`src/rtl/des_round_engine.sv`:
```
`default_nettype none
// ============================================================================
//  Module   : des_round_engine
//  Purpose  : Iterative DES datapath. IP, then 16 Feistel rounds at one round
//             per subkey handshake, then FP.
//  Revision : 1.0 - initial release
// ============================================================================
module des_round_engine (
    input  logic        clk,
    input  logic        rst_n,
    input  logic        start,
    input  logic        decrypt,
    input  logic [1:64] dataIn,
    output logic [5:0]  keyid,
    output logic        subkey_req,
    input  logic        subkey_vld,
    input  logic [1:48] branchkey,
    output logic        busy,
    output logic        done,
    output logic [1:64] dataOut
);

    localparam logic [2:0] S_IDLE = 3'd0;
    localparam logic [2:0] S_LOAD = 3'd1;
    localparam logic [2:0] S_REQ  = 3'd2;
    localparam logic [2:0] S_WAIT = 3'd3;
    localparam logic [2:0] S_DONE = 3'd4;

    localparam int IP_TBL [64] = '{
        58, 50, 42, 34, 26, 18, 10, 2,  60, 52, 44, 36, 28, 20, 12, 4,
        62, 54, 46, 38, 30, 22, 14, 6,  64, 56, 48, 40, 32, 24, 16, 8,
        57, 49, 41, 33, 25, 17,  9, 1,  59, 51, 43, 35, 27, 19, 11, 3,
        61, 53, 45, 37, 29, 21, 13, 5,  63, 55, 47, 39, 31, 23, 15, 7};

    localparam int FP_TBL [64] = '{
        40, 8, 48, 16, 56, 24, 64, 32,  39, 7, 47, 15, 55, 23, 63, 31,
        38, 6, 46, 14, 54, 22, 62, 30,  37, 5, 45, 13, 53, 21, 61, 29,
        36, 4, 44, 12, 52, 20, 60, 28,  35, 3, 43, 11, 51, 19, 59, 27,
        34, 2, 42, 10, 50, 18, 58, 26,  33, 1, 41,  9, 49, 17, 57, 25};

    localparam int E_TBL [48] = '{
        32,  1,  2,  3,  4,  5,   4,  5,  6,  7,  8,  9,
         8,  9, 10, 11, 12, 13,  12, 13, 14, 15, 16, 17,
        16, 17, 18, 19, 20, 21,  20, 21, 22, 23, 24, 25,
        24, 25, 26, 27, 28, 29,  28, 29, 30, 31, 32,  1};

    localparam int P_TBL [32] = '{
        16,  7, 20, 21, 29, 12, 28, 17,   1, 15, 23, 26,  5, 18, 31, 10,
         2,  8, 24, 14, 32, 27,  3,  9,  19, 13, 30,  6, 22, 11,  4, 25};

    // Each box is stored row-major: entry index = row*16 + column.
    localparam logic [3:0] SBOX [8][64] = '{
        '{14, 4,13, 1, 2,15,11, 8, 3,10, 6,12, 5, 9, 0, 7,  0,15, 7, 4,14, 2,13, 1,10, 6,12,11, 9, 5, 3, 8,
           4, 1,14, 8,13, 6, 2,11,15,12, 9, 7, 3,10, 5, 0, 15,12, 8, 2, 4, 9, 1, 7, 5,11, 3,14,10, 0, 6,13},
        '{15, 1, 8,14, 6,11, 3, 4, 9, 7, 2,13,12, 0, 5,10,  3,13, 4, 7,15, 2, 8,14,12, 0, 1,10, 6, 9,11, 5,
           0,14, 7,11,10, 4,13, 1, 5, 8,12, 6, 9, 3, 2,15, 13, 8,10, 1, 3,15, 4, 2,11, 6, 7,12, 0, 5,14, 9},
        '{10, 0, 9,14, 6, 3,15, 5, 1,13,12, 7,11, 4, 2, 8, 13, 7, 0, 9, 3, 4, 6,10, 2, 8, 5,14,12,11,15, 1,
          13, 6, 4, 9, 8,15, 3, 0,11, 1, 2,12, 5,10,14, 7,  1,10,13, 0, 6, 9, 8, 7, 4,15,14, 3,11, 5, 2,12},
        '{ 7,13,14, 3, 0, 6, 9,10, 1, 2, 8, 5,11,12, 4,15, 13, 8,11, 5, 6,15, 0, 3, 4, 7, 2,12, 1,10,14, 9,
          10, 6, 9, 0,12,11, 7,13,15, 1, 3,14, 5, 2, 8, 4,  3,15, 0, 6,10, 1,13, 8, 9, 4, 5,11,12, 7, 2,14},
        '{ 2,12, 4, 1, 7,10,11, 6, 8, 5, 3,15,13, 0,14, 9, 14,11, 2,12, 4, 7,13, 1, 5, 0,15,10, 3, 9, 8, 6,
           4, 2, 1,11,10,13, 7, 8,15, 9,12, 5, 6, 3, 0,14, 11, 8,12, 7, 1,14, 2,13, 6,15, 0, 9,10, 4, 5, 3},
        '{12, 1,10,15, 9, 2, 6, 8, 0,13, 3, 4,14, 7, 5,11, 10,15, 4, 2, 7,12, 9, 5, 6, 1,13,14, 0,11, 3, 8,
           9,14,15, 5, 2, 8,12, 3, 7, 0, 4,10, 1,13,11, 6,  4, 3, 2,12, 9, 5,15,10,11,14, 1, 7, 6, 0, 8,13},
        '{ 4,11, 2,14,15, 0, 8,13, 3,12, 9, 7, 5,10, 6, 1, 13, 0,11, 7, 4, 9, 1,10,14, 3, 5,12, 2,15, 8, 6,
           1, 4,11,13,12, 3, 7,14,10,15, 6, 8, 0, 5, 9, 2,  6,11,13, 8, 1, 4,10, 7, 9, 5, 0,15,14, 2, 3,12},
        '{13, 2, 8, 4, 6,15,11, 1,10, 9, 3,14, 5, 0,12, 7,  1,15,13, 8,10, 3, 7, 4,12, 5, 6,11, 0,14, 9, 2,
           7,11, 4, 1, 9,12,14, 2, 0, 6,10,13,15, 3, 5, 8,  2, 1,14, 7, 4,10, 8,13,15,12, 9, 0, 3, 5, 6,11}};

    logic [2:0]  state_q, state_d;
    logic [1:32] l_q, l_d, r_q, r_d;
    logic [4:0]  rnd_q, rnd_d;
    logic        dec_q, dec_d;
    logic [5:0]  keyid_q, keyid_d;
    logic        req_q, req_d;
    logic        busy_q, busy_d;
    logic        done_q, done_d;
    logic [1:64] dout_q, dout_d;

    logic [1:64] w_ip;
    logic [1:48] w_exp, w_sin;
    logic [1:32] w_sout, w_f, w_rnew;
    logic [1:64] w_preout, w_fp;

    for (genvar g = 0; g < 64; g++) begin : g_ip
        assign w_ip[g+1] = dataIn[IP_TBL[g]];
    end

    for (genvar g = 0; g < 48; g++) begin : g_exp
        assign w_exp[g+1] = r_q[E_TBL[g]];
    end

    assign w_sin = w_exp ^ branchkey;

    // Row comes from the outer bits of each 6-bit group, column from the inner four.
    for (genvar b = 0; b < 8; b++) begin : g_sbox
        logic [5:0] w_six;
        assign w_six = w_sin[6*b+1 +: 6];
        assign w_sout[4*b+1 +: 4] = SBOX[b][{w_six[5], w_six[0], w_six[4:1]}];
    end

    for (genvar g = 0; g < 32; g++) begin : g_perm
        assign w_f[g+1] = w_sout[P_TBL[g]];
    end

    assign w_rnew   = l_q ^ w_f;
    // Last round output is presented as {R16, L16}, undoing the final swap.
    assign w_preout = {w_rnew, r_q};

    for (genvar g = 0; g < 64; g++) begin : g_fp
        assign w_fp[g+1] = w_preout[FP_TBL[g]];
    end

    function automatic logic [5:0] key_index(input logic dec, input logic [4:0] rnd);
        key_index = dec ? (6'd17 - {1'b0, rnd}) : {1'b0, rnd};
    endfunction

    always_comb begin
        state_d = state_q;
        l_d     = l_q;
        r_d     = r_q;
        rnd_d   = rnd_q;
        dec_d   = dec_q;
        keyid_d = keyid_q;
        req_d   = 1'b0;
        busy_d  = busy_q;
        done_d  = 1'b0;
        dout_d  = dout_q;
        case (state_q)
            S_IDLE: begin
                if (start) begin
                    state_d = S_LOAD;
                    dec_d   = decrypt;
                    l_d     = w_ip[1:32];
                    r_d     = w_ip[33:64];
                    rnd_d   = 5'd1;
                    busy_d  = 1'b1;
                end
            end
            S_LOAD: begin
                state_d = S_REQ;
                req_d   = 1'b1;
                keyid_d = key_index(dec_q, rnd_q);
            end
            S_REQ: begin
                state_d = S_WAIT;
            end
            S_WAIT: begin
                if (subkey_vld) begin
                    l_d = r_q;
                    r_d = w_rnew;
                    if (rnd_q == 5'd16) begin
                        state_d = S_DONE;
                        done_d  = 1'b1;
                        dout_d  = w_fp;
                        keyid_d = 6'd0;
                    end else begin
                        state_d = S_REQ;
                        rnd_d   = rnd_q + 5'd1;
                        req_d   = 1'b1;
                        keyid_d = key_index(dec_q, rnd_q + 5'd1);
                    end
                end
            end
            S_DONE: begin
                state_d = S_IDLE;
                busy_d  = 1'b0;
            end
            default: begin
                state_d = S_IDLE;
                busy_d  = 1'b0;
            end
        endcase
    end

    always_ff @(posedge clk or negedge rst_n) begin
        if (!rst_n) begin
            state_q <= S_IDLE;
            l_q     <= '0;
            r_q     <= '0;
            rnd_q   <= '0;
            dec_q   <= 1'b0;
            keyid_q <= '0;
            req_q   <= 1'b0;
            busy_q  <= 1'b0;
            done_q  <= 1'b0;
            dout_q  <= '0;
        end else begin
            state_q <= state_d;
            l_q     <= l_d;
            r_q     <= r_d;
            rnd_q   <= rnd_d;
            dec_q   <= dec_d;
            keyid_q <= keyid_d;
            req_q   <= req_d;
            busy_q  <= busy_d;
            done_q  <= done_d;
            dout_q  <= dout_d;
        end
    end

    assign keyid      = keyid_q;
    assign subkey_req = req_q;
    assign busy       = busy_q;
    assign done       = done_q;
    assign dataOut    = dout_q;

endmodule
`default_nettype wire

```
`config.mk`:
```
export PLATFORM = sky130hd
export DESIGN_NAME = des_round_engine
export DESIGN_NICKNAME = d
export VERILOG_FILES = /design/src/rtl/des_round_engine.sv
export SDC_FILE = /design/constraint.sdc
export NUM_CORES = 1
export LEC_CHECK = 0
export CORE_ASPECT_RATIO = 1.1
export CORE_MARGIN = 2
export CORE_UTILIZATION = 56
export DETAILED_ROUTE_END_ITERATION = 10
export PLACE_DENSITY = 0.82
export SKIP_LAST_GASP = 1
export SLEW_MARGIN = 20
export SYNTH_ARGS = -nofsm -noshare
export SYNTH_HDL_FRONTEND = slang
export SYNTH_SLANG_ARGS = --single-unit
```
`constraint.sdc`:
```
create_clock -name clk -period 3 [get_ports clk]
set_clock_uncertainty 0.15 [all_clocks]
set_input_delay 0.45 -clock clk [delete_from_list [all_inputs] [get_ports clk]]
set_output_delay 0.45 -clock clk [all_outputs]
set_load 0.005 [all_outputs]
```
==> metrics <==
post-synthesis sequential area ratio=0.294; clk_lat worst skew=approximately 0.43 ns; # fillers=between 1500 and 2000; minimum clock period=~2.9 ns; syn_nets=1671; IR drop worst, VDD=~600 uV; FF+latch count, synth=146; Slowest-stage cell, CP=xnor2_1; RR Endpoint=dataOut[64]; initial antenna violation count=1; worst-case clock buffer depth=2; cells on worst reg2reg path=11; final setup vio count=0; area grow syn2layout=34.2%; ys async rst share=1.00; share of layout cells above drive strength 1=0.187; max_cap viols=0; via count=between 10000 and 15000; RSZ-0062 raised after global routing=yes; synthesized instance count=between 1000 and 1500; EDFF count, synth=0; post-layout util=0.760; Fmax=~350 MHz; Final period util=0.958; Main synth FF type=dfrtp_1; core box area=~0.022 mm^2; initial core utilization=0.566; synth cell count leaders=298 x nand2_1, 146 x dfrtp_1, 110 x nor2_1, 79 x o21ai_0, 66 x ha_1; Power, Total=~20 mW; clock sinks=roughly 150; crit path max fanout=6; Worst Setup Start Kind=input port; number of global-route vias before repair=around 13000; status=finished, final reports clean; setup total negative slack=0 ns; count leader, synth=nand2_1; Total GRT Usage=0.360; Max-slew headroom=0.395; HPWL after detailed placement=between 30000 and 40000 um; area share of the largest cell type after synthesis=0.294; Top Ports=190; CP Capture Type=register; r2r setup slk=~0.13 ns; post-synth top area cell=dfrtp_1; area of the mapped netlist=approximately 0.012 mm^2; top layer in use=met4; wire per inst=between 15 and 20 um; Reg area=about 0.0037 mm^2; critical-path cell list=clkdlybuf4s50_1 > xnor2_1 > inv_1 > ha_1 > mux4_2 > a22oi_1 > o311ai_1 > xnor2_1 > nor2_1 > o21ai_0; startpoint of the lowest-slack hold path=dataOut[18]; Pwr per Cell Area=between 1000 and 1500 mW/mm^2; DRT Wirelength=42200 um; Tightest Pin Transition=0.908 ns; DIE AREA=around 0.023 mm^2; CTS buffer count=17; crit-path most repeated cell=xnor2_1; wire length on met1=16800 um; Final Max Slew Viols=0; Routed Antenna Nets=0; Vias/cell=approximately 6.0; worst setup path end=r_q[21]; GP Congestion=0.981; Final Hold Vio Count=0; DRT Pass-1 Iters=6; Root Buffer=clkbuf_16; ranking of synthesized cells by area=dfrtp_1 29%, nand2_1 9.0%, ha_1 6.6%; worst stage delay on the critical path=around 0.5 ns; Hold Path Class=reg2reg; port bufs=~190; Worst-path clk slew=approximately 0.070 ns; worst path arrival time=3.07 ns; Die Wd=146 um; grt ovf=0; CTS tree=done; r2r startpoint=r_q[19]; metal3 WL=3320 um; multi-input logic area=about 0.008 mm^2; H-tree depth=4; # rows=57; Avg Synthesized Cell Area=roughly 8.4 um^2; pre-CTS setup slack=-0.312 ns; Remaining DRCs=0; setup bufs post-CTS=0; Crit Path Class=in2reg; Static Leak=7.35 nW; Synthesis Warnings=0; nets=between 2000 and 2500; Die H=160 um; Critical Path RT=around 3.2 ns; Yosys cell types=75; CP Launch Point=branchkey[47]; WL met2=20600 um; largest net degree at the start of global routing=77; final setup margin=approximately 0.13 ns; first-pass GRT wire length=~67000 um; DRC marker count from the first detailed-route iteration=approximately 1100
-- critical path: cells and delay by family --
kind,cells,cell delay (ns)
AOI/OAI and AO/OA,3,0.50
xor gates and xnor gates,2,0.68
adders and majority gates,1,0.33
buffers and inverters,2,0.58
muxes,1,0.47
and+or+nand+nor,1,0.06
-- layout by cell type (no fill, tap or decap), types with 48 or more instances in the layout --
| cell | synthesis | routed |
|---|---|---|
| buf_4 | 6 | 216 |
| xnor2_1 | 62 | 62 |
| o21ai_0 | 79 | 79 |
| a21oi_1 | 63 | 62 |
| dfrtp_1 | 146 | 144 |
| nor2_1 | 110 | 110 |
| ha_1 | 66 | 66 |
| clkdlybuf4s50_1 | 0 | 188 |
| nand2_1 | 298 | 297 |
| nand3_1 | 49 | 48 |
-- metal layers --
metal  GRT usage  vias to the layer above
met2       0.609                      612
met1       0.461                     6116
li1            -                     5928
met3      0.0670                      103
met5           0                        -
met4       0.137                        0
-- registers in the layout, summed over array words and instances, names as in the netlist --
signal      count
busy            1
dataOut        64
dec_q           1
done            1
keyid           6
l_q            32
r_q            32
rnd_q           5
state_q         3
subkey_req      1
-- logic make-up after synthesis --
group / share of synthesized area
and+or+nand+nor: 0.206
adders and majority gates: 0.0664
muxes: 0.0762
buffers and inverters: 0.0515
xor gates and xnor gates: 0.123
DFF: 0.294
AOI/OAI and AO/OA: 0.183
-- stage by stage --
stage                     area, um^2  std cells  hold slack [ns]
after detailed placement       16000       2093            0.291
final                          16700       2127            0.321
after global placement         16000       2093            0.283
after global routing           16700       2126            0.339
after floorplan                12400       1488          0.00441
after CTS                      16700       2126            0.320
-- cell type report --
type / count / area share
Clock inverter: 15 / 0.0118
Multi-Input combinational cell: 1190 / 0.491
Antenna cell: 1 / 0.000150
Timing Repair Buffer: 413 / 0.220
Clock buffer: 17 / 0.0255
Tap cell: 295 / 0.0221
Inverter: 50 / 0.0112
Sequential cell: 146 / 0.219
-- power by group --
group          total [mW]  internal (mW)  switching, mW
sequential           3.78           2.75           1.03
combinational        14.3           7.08           7.22
clock                2.31           1.34          0.970
-- timing repair --
action | 4_1_cts | 5_1_grt
gates resized for setup | 0 | 4
hold buffers | 1 | 0
endpoints found under the setup margin | 0 | 5
hold endpoints to repair | 49 | 0
-- worst min-delay path by stage --
stage,endpoint,slack (ns),depth (start not counted)
final,dataOut[18],0.32,2
after global routing,dataOut[18],0.34,2
after floorplan,busy,0.004,0
after CTS,dataOut[18],0.32,2
after global placement,rnd_q[0],0.28,1
after detailed placement,dataOut[9],0.29,1
Note: power is estimated with default switching activity, not from simulation.
